$ cat src/rtl/fpu_pkg.sv
// Shared IEEE754 single-precision constants and FSM state type for the FPU blocks.
// Latency: n/a (types and constants only).
// Backpressure: n/a.
package fpu_pkg;
    localparam int SIGN_W   = 1;
    localparam int EXP_W    = 8;
    localparam int MANT_W   = 23;
    localparam int FP_W     = SIGN_W + EXP_W + MANT_W;
    localparam int SIG_W    = MANT_W + 1;
    localparam int PROD_W   = 2 * SIG_W;
    localparam int ESUM_W   = EXP_W + 2;
    localparam int EXP_BIAS = 127;

    localparam logic [FP_W-1:0]  QNAN      = 32'h7FC00000;
    localparam logic [EXP_W-1:0] EXP_MAX   = '1;
    localparam logic [4:0]       LAST_ITER = 5'(SIG_W - 1);

    typedef enum logic [1:0] {
        IDLE,
        MUL,
        NORM,
        DONE
    } state_t;
endpackage

$ cat src/rtl/fpu_classify.sv
// Decodes one single-precision operand into zero / inf / NaN flags.
// Latency: combinational.
// Backpressure: none.
module fpu_classify
    import fpu_pkg::*;
(
    input  logic [EXP_W-1:0]  exp_f,
    input  logic [MANT_W-1:0] mant_f,
    output logic              is_zero,
    output logic              is_inf,
    output logic              is_nan
);
    // Denormals count as zero: the mantissa is ignored when the exponent is 0.
    always_comb begin
        is_zero = (exp_f == '0);
        is_inf  = (exp_f == EXP_MAX) && (mant_f == '0);
        is_nan  = (exp_f == EXP_MAX) && (mant_f != '0);
    end
endmodule

$ cat src/rtl/fpu_mul_seq.sv
// Sequential single-precision multiplier: radix-2 shift-add, truncating, denormals flushed.
// Latency: 25 cycles from accept to done (normal), 1 cycle for special operands.
// Backpressure: en ignored while busy; next request accepted the cycle after DONE.
module fpu_mul_seq
    import fpu_pkg::*;
(
    input  logic            clk,
    input  logic            rst_n,
    input  logic            en,
    input  logic [FP_W-1:0] A,
    input  logic [FP_W-1:0] B,
    output logic            busy,
    output logic            done,
    output logic [FP_W-1:0] result
);
    localparam logic signed [ESUM_W-1:0] BIAS_S  = ESUM_W'(EXP_BIAS);
    localparam logic signed [ESUM_W-1:0] ONE_S   = ESUM_W'(1);
    localparam logic signed [ESUM_W-1:0] ZERO_S  = '0;
    localparam logic signed [ESUM_W-1:0] EXP_OVF = ESUM_W'(255);

    state_t                   state_q, state_d;
    logic [PROD_W-1:0]        mcand_q, mcand_d;
    logic [PROD_W-1:0]        acc_q, acc_d;
    logic [SIG_W-1:0]         mplr_q, mplr_d;
    logic [4:0]               cnt_q, cnt_d;
    logic signed [ESUM_W-1:0] exp_q, exp_d;
    logic                     sign_q, sign_d;
    logic                     special_q, special_d;
    logic                     done_q, done_d;
    logic [FP_W-1:0]          spec_q, spec_d;
    logic [FP_W-1:0]          result_q, result_d;

    logic                     a_zero, a_inf, a_nan;
    logic                     b_zero, b_inf, b_nan;
    logic                     sign_in, is_special;
    logic [FP_W-1:0]          spec_val;
    logic signed [ESUM_W-1:0] exp_in, exp_norm;
    logic [MANT_W-1:0]        mant_norm;
    logic [FP_W-1:0]          norm_val;

    fpu_classify u_cls_a (
        .exp_f  (A[FP_W-2 -: EXP_W]),
        .mant_f (A[MANT_W-1:0]),
        .is_zero(a_zero),
        .is_inf (a_inf),
        .is_nan (a_nan)
    );

    fpu_classify u_cls_b (
        .exp_f  (B[FP_W-2 -: EXP_W]),
        .mant_f (B[MANT_W-1:0]),
        .is_zero(b_zero),
        .is_inf (b_inf),
        .is_nan (b_nan)
    );

    // Operand decode used only on the accept edge.
    always_comb begin
        sign_in    = A[FP_W-1] ^ B[FP_W-1];
        is_special = a_zero | a_inf | a_nan | b_zero | b_inf | b_nan;
        if (a_nan || b_nan || (a_inf && b_zero) || (a_zero && b_inf)) begin
            spec_val = QNAN;
        end else if (a_zero || b_zero) begin
            spec_val = '0;
        end else begin
            spec_val = {sign_in, EXP_MAX, {MANT_W{1'b0}}};
        end
        exp_in = $signed({2'b00, A[FP_W-2 -: EXP_W]}) + $signed({2'b00, B[FP_W-2 -: EXP_W]}) - BIAS_S;
    end

    // Product lies in [1,4): bit 47 set means one extra exponent step.
    always_comb begin
        if (acc_q[PROD_W-1]) begin
            exp_norm  = exp_q + ONE_S;
            mant_norm = acc_q[PROD_W-2 -: MANT_W];
        end else begin
            exp_norm  = exp_q;
            mant_norm = acc_q[PROD_W-3 -: MANT_W];
        end
        if (exp_norm >= EXP_OVF) begin
            norm_val = {sign_q, EXP_MAX, {MANT_W{1'b0}}};
        end else if (exp_norm <= ZERO_S) begin
            norm_val = '0;
        end else begin
            norm_val = {sign_q, exp_norm[EXP_W-1:0], mant_norm};
        end
    end

    always_ff @(posedge clk or negedge rst_n) begin
        if (!rst_n) begin
            state_q <= IDLE;
        end else begin
            state_q <= state_d;
        end
    end

    always_comb begin
        state_d = state_q;
        case (state_q)
            IDLE:    if (en) state_d = is_special ? NORM : MUL;
            MUL:     if (cnt_q == LAST_ITER) state_d = NORM;
            NORM:    state_d = DONE;
            DONE:    state_d = IDLE;
            default: state_d = IDLE;
        endcase
    end

    always_comb begin
        mcand_d   = mcand_q;
        mplr_d    = mplr_q;
        acc_d     = acc_q;
        cnt_d     = cnt_q;
        exp_d     = exp_q;
        sign_d    = sign_q;
        special_d = special_q;
        spec_d    = spec_q;
        result_d  = result_q;
        done_d    = 1'b0;
        case (state_q)
            IDLE: begin
                if (en) begin
                    mcand_d   = {{SIG_W{1'b0}}, 1'b1, A[MANT_W-1:0]};
                    mplr_d    = {1'b1, B[MANT_W-1:0]};
                    acc_d     = '0;
                    cnt_d     = '0;
                    exp_d     = exp_in;
                    sign_d    = sign_in;
                    special_d = is_special;
                    spec_d    = spec_val;
                end
            end
            MUL: begin
                // One multiplier bit per cycle, LSB first.
                if (mplr_q[0]) acc_d = acc_q + mcand_q;
                mcand_d = mcand_q << 1;
                mplr_d  = mplr_q >> 1;
                cnt_d   = cnt_q + 5'd1;
            end
            NORM: begin
                result_d = special_q ? spec_q : norm_val;
                done_d   = 1'b1;
            end
            default: ;
        endcase
    end

    always_ff @(posedge clk or negedge rst_n) begin
        if (!rst_n) begin
            mcand_q   <= '0;
            mplr_q    <= '0;
            acc_q     <= '0;
            cnt_q     <= '0;
            exp_q     <= '0;
            sign_q    <= 1'b0;
            special_q <= 1'b0;
            spec_q    <= '0;
            result_q  <= '0;
            done_q    <= 1'b0;
        end else begin
            mcand_q   <= mcand_d;
            mplr_q    <= mplr_d;
            acc_q     <= acc_d;
            cnt_q     <= cnt_d;
            exp_q     <= exp_d;
            sign_q    <= sign_d;
            special_q <= special_d;
            spec_q    <= spec_d;
            result_q  <= result_d;
            done_q    <= done_d;
        end
    end

    always_comb begin
        busy   = (state_q != IDLE);
        done   = done_q;
        result = result_q;
    end
endmodule

$ cat config.mk
export PLATFORM = sky130hd
export DESIGN_NAME = fpu_mul_seq
export DESIGN_NICKNAME = d
export VERILOG_FILES = /design/src/rtl/fpu_pkg.sv /design/src/rtl/fpu_classify.sv /design/src/rtl/fpu_mul_seq.sv
export SDC_FILE = /design/constraint.sdc
export NUM_CORES = 1
export LEC_CHECK = 0
export CAP_MARGIN = 20
export CORE_AREA = 5 5 162 164
export CTS_CLUSTER_DIAMETER = 40
export DETAILED_ROUTE_END_ITERATION = 16
export DIE_AREA = 0 0 167 169
export MAX_ROUTING_LAYER = met4
export PLACE_DENSITY = 0.69
export SLEW_MARGIN = 30
export SYNTH_ARGS = -nofsm -noshare
export SYNTH_HDL_FRONTEND = slang
export SYNTH_HIERARCHICAL = 1
export SYNTH_SLANG_ARGS = --single-unit
$ cat constraint.sdc
create_clock -name clk -period 3.93 [get_ports clk]
set_input_delay 0.5895 -clock clk [delete_from_list [all_inputs] [get_ports clk]]
set_output_delay 0.5895 -clock clk [all_outputs]
set_load 0.02 [all_outputs]
# == Word-level counts from Yosys, hierarchy flattened ==
# Index checks and enable logic that the tools add are counted.
# classes
addsub,5
multipliers,0
div,0
order_cmp,2
n_eq_ne,9
n_shift,0
mux,21
bitwise_logic,6
reduce_logical,23
# op_table
op,n
48-bit case mux with 2 select lines,2
32-bit two-way mux,5
48-bit two-way mux,3
48-bit adder,1
24-bit case mux with 2 select lines,1
23-bit zero test,2
23-bit nonzero test,2
24-bit two-way mux,1
23-bit two-way mux,1
"8-bit equality test, second input constant",2
8-bit zero test,2
"10-bit by 2-bit adder with 10-bit output, second input constant",1
"10-bit by 9-bit greater-or-equal comparator with 1-bit output, second input constant",1
"10-bit by 1-bit <= comparator with 1-bit output, second input constant",1
10-bit two-way mux,1
5-bit case mux with 2 select lines,1
"9-bit by 7-bit subtractor with 10-bit output, second input constant",1
8-bit by 8-bit adder with 9-bit output,1
2-bit case mux with 4 select lines,1
1-bit logical AND,6
2-bit two-way mux,3
"2-bit != test, second input constant",3
2-bit AND reduction,3
"5-bit by 1-bit adder with 5-bit output, second input constant",1
other kinds (11),20
# totals
ff_bits,204
latchBits,0
ramBits,0
mem_bits_ro,0
inputBits,67
word_cells,77
mem_count,0

# == Logic depth before layout (Yosys ltp) ==
# depth
ltp_word,10
mapped_depth,12

# == Cells and area by module ==
# Netlist, hierarchy kept.
# by_module_without_submodules
mod,n_inst,cells_per_inst,area_each_um2
fpu_mul_seq,1,1162,10682.7
fpu_classify,2,16,98.8

# == Worst setup path before layout ==
# Ideal clock, no wire load.
# synth_path
path_kind,register to register
from,reg mcand_q[0]
to,reg acc_q[46]
setup_time_ps,125
t_arrival_ps,2514
required_ps,3805
slack_ps,1291
path_stages_with_launch,12
n_path_buf,0
period_less_slack_ps,2639
cell_sequence,dfrtp_1 > ha_1 > fa_1 > a21o_1 > nand4_1 > a31oi_1 > o2111ai_1 > o211ai_2 > a21o_4 > a311oi_4 > or4_1 > nand3_1
# synth_via
elab_chain_len,3
# synth_lines
element,line_no,rtl
from (decl),fpu_mul_seq.sv:22,"logic [PROD_W-1:0] mcand_q, mcand_d;"
from (signal assigned),fpu_mul_seq.sv:160,mcand_q <= mcand_d;
48-bit adder,fpu_mul_seq.sv:134,if (mplr_q[0]) acc_d = acc_q + mcand_q;
48-bit two-way mux,fpu_mul_seq.sv:134,
48-bit case mux with 2 select lines,fpu_mul_seq.sv:119,case (state_q)
to (signal assigned),fpu_mul_seq.sv:151,acc_q <= '0;
to (signal assigned),fpu_mul_seq.sv:162,acc_q <= acc_d;
to (decl),fpu_mul_seq.sv:23,"logic [PROD_W-1:0] acc_q, acc_d;"
# No other way between the ends. The select of a mux whose other input is x is not followed.
# A chain may end at the register's enable or synchronous reset.

# == Worst setup path after layout ==
# Ends and elaborated chain as after synthesis.

==> flow_summary.ini <==
[pwr]
ir_drop_mv = 0.6015
finalPower_mw = 8.924
power.density_mw_per_mm2 = 698.6
p_leak_nw = 5.706

[sta]
timing.hold.ws_ns = 0.04305
drv_slew = 0
rsz0062_at_grt = no
finalHoldViolCount = 0
period_share_pct = 78.59
finalSetupTns_ns = 0
tightest_slew_ns = 0.8480
skew_ns = 0.01356
maxSlewHeadroom_pct = 43.47
fin_crit_ns = 3.089
clock.fmax_mhz = 323.8
setup_viol = 0

[clock_tree]
root_buffer = clkbuf_16
cts_buffer_depth = 2
clock-sinks = 175
cts-hold-fix-buffers = 0
cts_buffers = 17
ctsHtreeMaxLevel = 4
cts_tree = built
clkTransAtPathRegs_ns = 0.07
postCtsSetupBuffers = 0
clkLatencyLatePin_ns = 0.43
post_cts_resized = 0

[placement]
routabilityCongestion = 0.9158
dpl.cell_count = 1574
hpwl_um = 19130
port_buffers = 100

[setup_path]
worstPathArrival_ns = 3.40
reg2reg_depth = 11
critPathLaunchType = flop
cpMaxStageDelayCell = fa_1
crit-reg2reg-launch = mcand_q[0]
crit_buf_inv = 0
path_max_fanout = 5
cp-end-kind = flop
cp_top_family = compound AO/OA/AOI/OAI gates
critPathMaxStageDelay_ns = 0.42
r2r_setup_slack_ns = 0.84
crit_chain = ha_1 > fa_1 > a21o_1 > nand4_1 > a31oi_1 > o2111ai_1 > o211ai_2 > a21o_4 > a311oi_4 > or4_1 > nand3_1
required_ns = 4.24
critical_path_class = reg2reg
rr_endpoint = acc_q[46]

[yosys]
yosysSeqAreaShare_pct = 40.25
netlist_area_sq_mm = 0.01088
synth_fp_nets = 1331
syn_inst = 1194
synth_enable_flop_cells = 0
async_flop_share_pct = 100.0
ys.warnings.count = 6
ys_types = 64
synth_xor_area_share_pct = 4.669
synthFlopType = dfrtp_1
synth-simple-area-share_pct = 14.74
ys_ff_latch = 175
avgSynthCellArea_sq_um = 9.113
synth-compound-area-share_pct = 20.92
synth_mux_area_share_pct = 7.268
synth_top_family_by_area = compound AO/OA/AOI/OAI gates
synthAdderAreaFrac_pct = 8.188

[floorplanning]
die_x_um = 167
coreArea_sq_mm = 0.02475
start_util_pct = 43.97
die_h_um = 169
ioPinCount = 101
row_count = 58
dieArea_sq_mm = 0.02822

[run_status]
outcome = finished clean

[grt]
grt_pass1_wl_um = 44040
grt_pass1_vias = 8989
grt_max_degree = 90
track_usage_pct = 18.98
antenna_found_initial = 0
overflow = 0

[route]
first_pass_iters = 5
vias = 8914
viasPerCell = 5.554
totalWireLength_um = 25740
drc_errors = 0
wl_per_cell_um = 16.04
initialDrtViolationCount = 435
ant_nets = 0

[final_layout]
layout-drive-gt1-share_pct = 6.824
nNetsFinal = 1400
stdcell_count = 1605
finalCoreUtilization_pct = 51.62
diodes = 0
syn2layout_area_growth_pct = 17.41

[hold_path]
hold_class = in2async

[run]
max_cap_violations = 0
-- cell usage in the layout (no fill, tap or decap), types with 35 or more instances in the layout --
cell type / count
nand2_1: 181
mux2i_1: 52
inv_1: 49
a21oi_1: 77
nor2_1: 40
a21o_1: 35
dfrtp_1: 175
o21ai_0: 111
clkdlybuf4s50_1: 99
ha_1: 66
-- Yosys cell counts (9+ instances only) --
library cell  count  area share (%)
mux2i_1          52             4.8
nand4_1          27             1.6
inv_1            49             1.7
o21bai_1         13            0.90
a22o_1           27             2.2
clkbuf_1         53             1.8
nor4_1           13            0.75
dfrtp_1         175              40
a21o_1           35             2.4
nor2b_1          10            0.57
nor3_1           13            0.60
a21oi_1          78             3.6
o31ai_1           9            0.62
xor2_1           29             2.3
ha_1             68             7.8
o21a_1           11            0.76
nand2_1         181             6.2
xnor2_1          29             2.3
o21ai_0         111             5.1
mux2_2           24             2.5
o22ai_1          22             1.3
nand3_1          22             1.0
nor2_1           40             1.4
-- kinds of logic (layout without fill, tap and decap cells) --
family / after synthesis / after routing
xor+xnor: 58 / 58
fa+ha+maj: 70 / 70
flops: 175 / 175
simple gates: 346 / 346
mux: 76 / 76
buf+inv: 113 / 194
compound gates: 356 / 356
-- worst register-to-register path: cells and delay by family (launching register included) --
kind                     cells  cell delay, ns
AO/OA/AOI/OAI                6            1.55
adder cells (fa/ha/maj)      2            0.66
flip-flops                   1            0.39
AND/OR/NAND/NOR              3            0.36
-- metrics by stage --
step                setup WS (ns)  area (sq um)
floorplan                   1.291         10880
global placement           0.9349         12190
detailed placement         0.9118         12190
CTS                        0.9006         12770
global route               0.6327         12770
finish                     0.8413         12770
-- worst max-delay path by stage --
| stage | start | endpoint | slack, ns | cells after the start |
|---|---|---|---|---|
| final | mcand_q[0] | acc_q[46] | 0.84 | 11 |
| after global routing | mcand_q[0] | acc_q[46] | 0.63 | 11 |
| after CTS | mcand_q[0] | acc_q[46] | 0.90 | 11 |
| after detailed placement | A[24] | exp_q[9] | 0.91 | 11 |
| after global placement | A[24] | exp_q[9] | 0.93 | 11 |
| after floorplan | mcand_q[0] | acc_q[46] | 1.29 | 11 |
-- layout make-up --
cell class,instances,area (sq um)
repair buffers,114,1120
flip-flops and latches,175,4379
fillers,2290,11970
inverters,49,183.9
clock inverters,14,156.4
multi-input cells,906,6097
clock buffers,17,425.4
well taps,330,412.9
-- sequential cells by signal, summed over array words and instances, names as in the netlist --
signal	flops
result	32
sign_q	1
state_q	2
done	1
cnt_q	5
acc_q	48
mplr_q	24
mcand_q	48
exp_q	10
spec_q	3
special_q	1
-- routing by layer --
metal | track usage, % | vias to the layer above | wire (um)
met3 | 2.802 | 22 | 757
met2 | 32.60 | 143 | 12910
met5 | - | - | 0
met4 | 4.411 | 0 | 309
li1 | - | 4431 | -
met1 | 23.88 | 4318 | 11760
-- report_power, final --
group          switching [mW]  internal (mW)  total (mW)
Combinational            2.55           1.71        4.26
Clock                   0.745          0.944        1.69
Sequential              0.526           2.45        2.97
Note: power is estimated with default switching activity, not from simulation.
==> variant: new RTL, same settings <==
Set the package constant `EXP_W` to 9 (it was 8).
--- a/src/rtl/fpu_pkg.sv
+++ b/src/rtl/fpu_pkg.sv
@@ -3,7 +3,7 @@
 // Backpressure: n/a.
 package fpu_pkg;
     localparam int SIGN_W   = 1;
-    localparam int EXP_W    = 8;
+    localparam int EXP_W    = 9;
     localparam int MANT_W   = 23;
     localparam int FP_W     = SIGN_W + EXP_W + MANT_W;
     localparam int SIG_W    = MANT_W + 1;
Ports: changed (resized A, B and result); port bits go from 101 to 104. No check against the original RTL was run, so the function may have changed too.
==> variant against the unedited design <==
Final area rose by 1.0%. Global-route usage up 0.27 points. Sequential share of layout area increased by 0.24 points. Area after synthesis increased by 0.77%. Sequential cell count increased by 3. First-iteration DRC count increased by 9.0%. Fmax shrank 1.4%. Power up 1.5%. Core utilization rose by 0.53 points. Wire length up 0.15%. Setup slack lost 0.043 ns. Synthesized cell count down 0.50%. Largest cell class unchanged. Largest power group unchanged.
==> variant: results (changes against the unedited design) <==
run_status:
  status: "completed"  # unchanged
pwr:
  swShare_pct: 42.06  # was 42.86%
  powerClk_mw: 1.84  # was 1.69 mW
  power.density_mw_per_mm2: 702.1  # was 698.6 mW/mm2
  leakagePower_nw: 5.675  # was 5.706 nW
  pg_seq_mw: 3.02  # was 2.97 mW
  vdd.ir_drop.worst_v: 0.0003764  # was 0.0006015 V
placed_design:
  gp_congestion: 0.9202  # was 0.9158
  io_buffers: 103  # was 100
  place_area_mm2: 0.01227  # was 0.01219 mm2
  pre_cts_ws_ns: 0.6598  # was 0.9118 ns
  dp_hpwl_um: 19010  # was 19130 um
  dpl.cell_count: 1567  # was 1574
routing:
  num_vias: 8973  # was 8914
  met1_length_um: 12530  # was 11760 um
  via_per_inst: 5.608  # was 5.554
  met3_length_um: 1072  # was 757 um
  routed_wl_um: 25780  # was 25740 um
  top_layer: "met4"  # unchanged
  dr.first_iter.drc_count: 474  # was 435
  met2_length_um: 11830  # was 12910 um
worst_setup_path:
  slowest_stage: "dfrtp_1"  # was fa_1
  crit_arrival_ns: 3.41  # was 3.40 ns
  cp_top_family: "compound AO/OA/AOI/OAI gates"  # unchanged
  cp_max_fo: 5  # unchanged
  rrSetupSlack_ns: 0.80  # was 0.84 ns
yosys:
  synth.net_count: 1329  # was 1331
  yosysUniqueCellTypes: 63  # was 64
  ys_top_cells_by_count: "dfrtp_1 (178), nand2_1 (168), o21ai_0 (129)"  # was nand2_1 (181), dfrtp_1 (175), o21ai_0 (111)
  seq_area_frac_synth_pct: 40.63  # was 40.25%
  syn_avg_cell_area_um2: 9.229  # was 9.113 um2
  synth_area_leaders: "dfrtp_1 (41%), ha_1 (8.0%), mux2i_1 (6.5%), o21ai_0 (5.9%), nand2_1 (5.8%)"  # was dfrtp_1 (40%), ha_1 (7.8%), nand2_1 (6.2%), o21ai_0 (5.1%), mux2i_1 (4.8%)
finish:
  final.fill_count: 2244  # was 2290
  diodes: 0  # unchanged
  final_net_count: 1398  # was 1400
  layout-drive-gt1-share_pct: 4.331  # was 6.824%
sta:
  tightest_slew_ns: 0.9138  # was 0.8480 ns
  hold_ws_ns: 0.4801  # was 0.04305 ns
  skew_ns: 0.008968  # was 0.01356 ns
  period_share_pct: 79.69  # was 78.59%
cts:
  clkLatencyLatePin_ns: 0.43  # about the same
  clockBufferDepth: 2  # unchanged
worst_hold_path:
  hold_path_class: "register to register"  # was primary input to asynchronous set/reset pin
grt:
  grt_pass1_wl_um: 44390  # was 44040 um
  grt_usage_pct: 19.25  # was 18.98%
  grt.met3_usage_pct: 2.943  # was 2.802%
  grt_pass1_vias: 8852  # was 8989
  gr-usage-met2_pct: 29.94  # was 32.60%
  grt_max_degree: 100  # was 90
  met1_usage_pct: 26.74  # was 23.88%
[variant: changes by cell type after synthesis, sizes merged, moves of 7 or more]
cell	delta
o21ai	+20
a221o	+7
nand2	-12
o22ai	-20
mux2i	+19
or3	+7
a21o	-12
inv	-13
o2bb2ai	+23
mux2	-22
[variant: path summary, 6_finish.rpt]
path | to | cells after the start | start
hold reg to reg | mplr_q[13] | 2 | mplr_q[13]
hold / removal | mplr_q[13] | 2 | mplr_q[13]
setup reg to reg | acc_q[42] | 11 | mcand_q[0]
setup / recovery | acc_q[42] | 11 | mcand_q[0]
max in group asynchronous | acc_q[22] | 3 | rst_n
min in group asynchronous | result[26] | 2 | rst_n
[variant: cells by family (layout without fill, tap and decap cells)]
logic type                 count (synthesis)  count (layout)  share of synthesized area (%)
and+or+nand+nor                          330             330                          13.82
xor gates and xnor gates                  58              58                          4.633
AOI/OAI and AO/OA                        377             377                          22.23
adders and majority gates                 72              72                          8.353
buffers and inverters                    100             182                          3.652
muxes                                     73              73                          6.687
DFF                                      178             178                          40.63
[variant: what timing repair did]
| action | in CTS | in global routing |
|---|---|---|
| setup buffers | 0 | 0 |
| gates resized for setup | 0 | 0 |
| hold buffers | 1 | 0 |
| endpoints found under the hold margin | 20 | 0 |
[variant: tightest hold or removal path, stage by stage, from the launching register on]
cell and delay (ns):
dfrtp_1 0.34, nand2_1 0.04, o21ai_0 0.06
[variant: cell type report]
cell class / instances / area (um2) / area share (%)
multi-input cells: 910 / 6145 / 47.61
flip-flops and latches: 178 / 4454 / 34.52
repair buffers: 114 / 1130 / 8.755
clock buffers: 18 / 429.2 / 3.326
well taps: 330 / 412.9 / 3.200
clock inverters: 14 / 198.9 / 1.542
inverters: 36 / 135.1 / 1.047
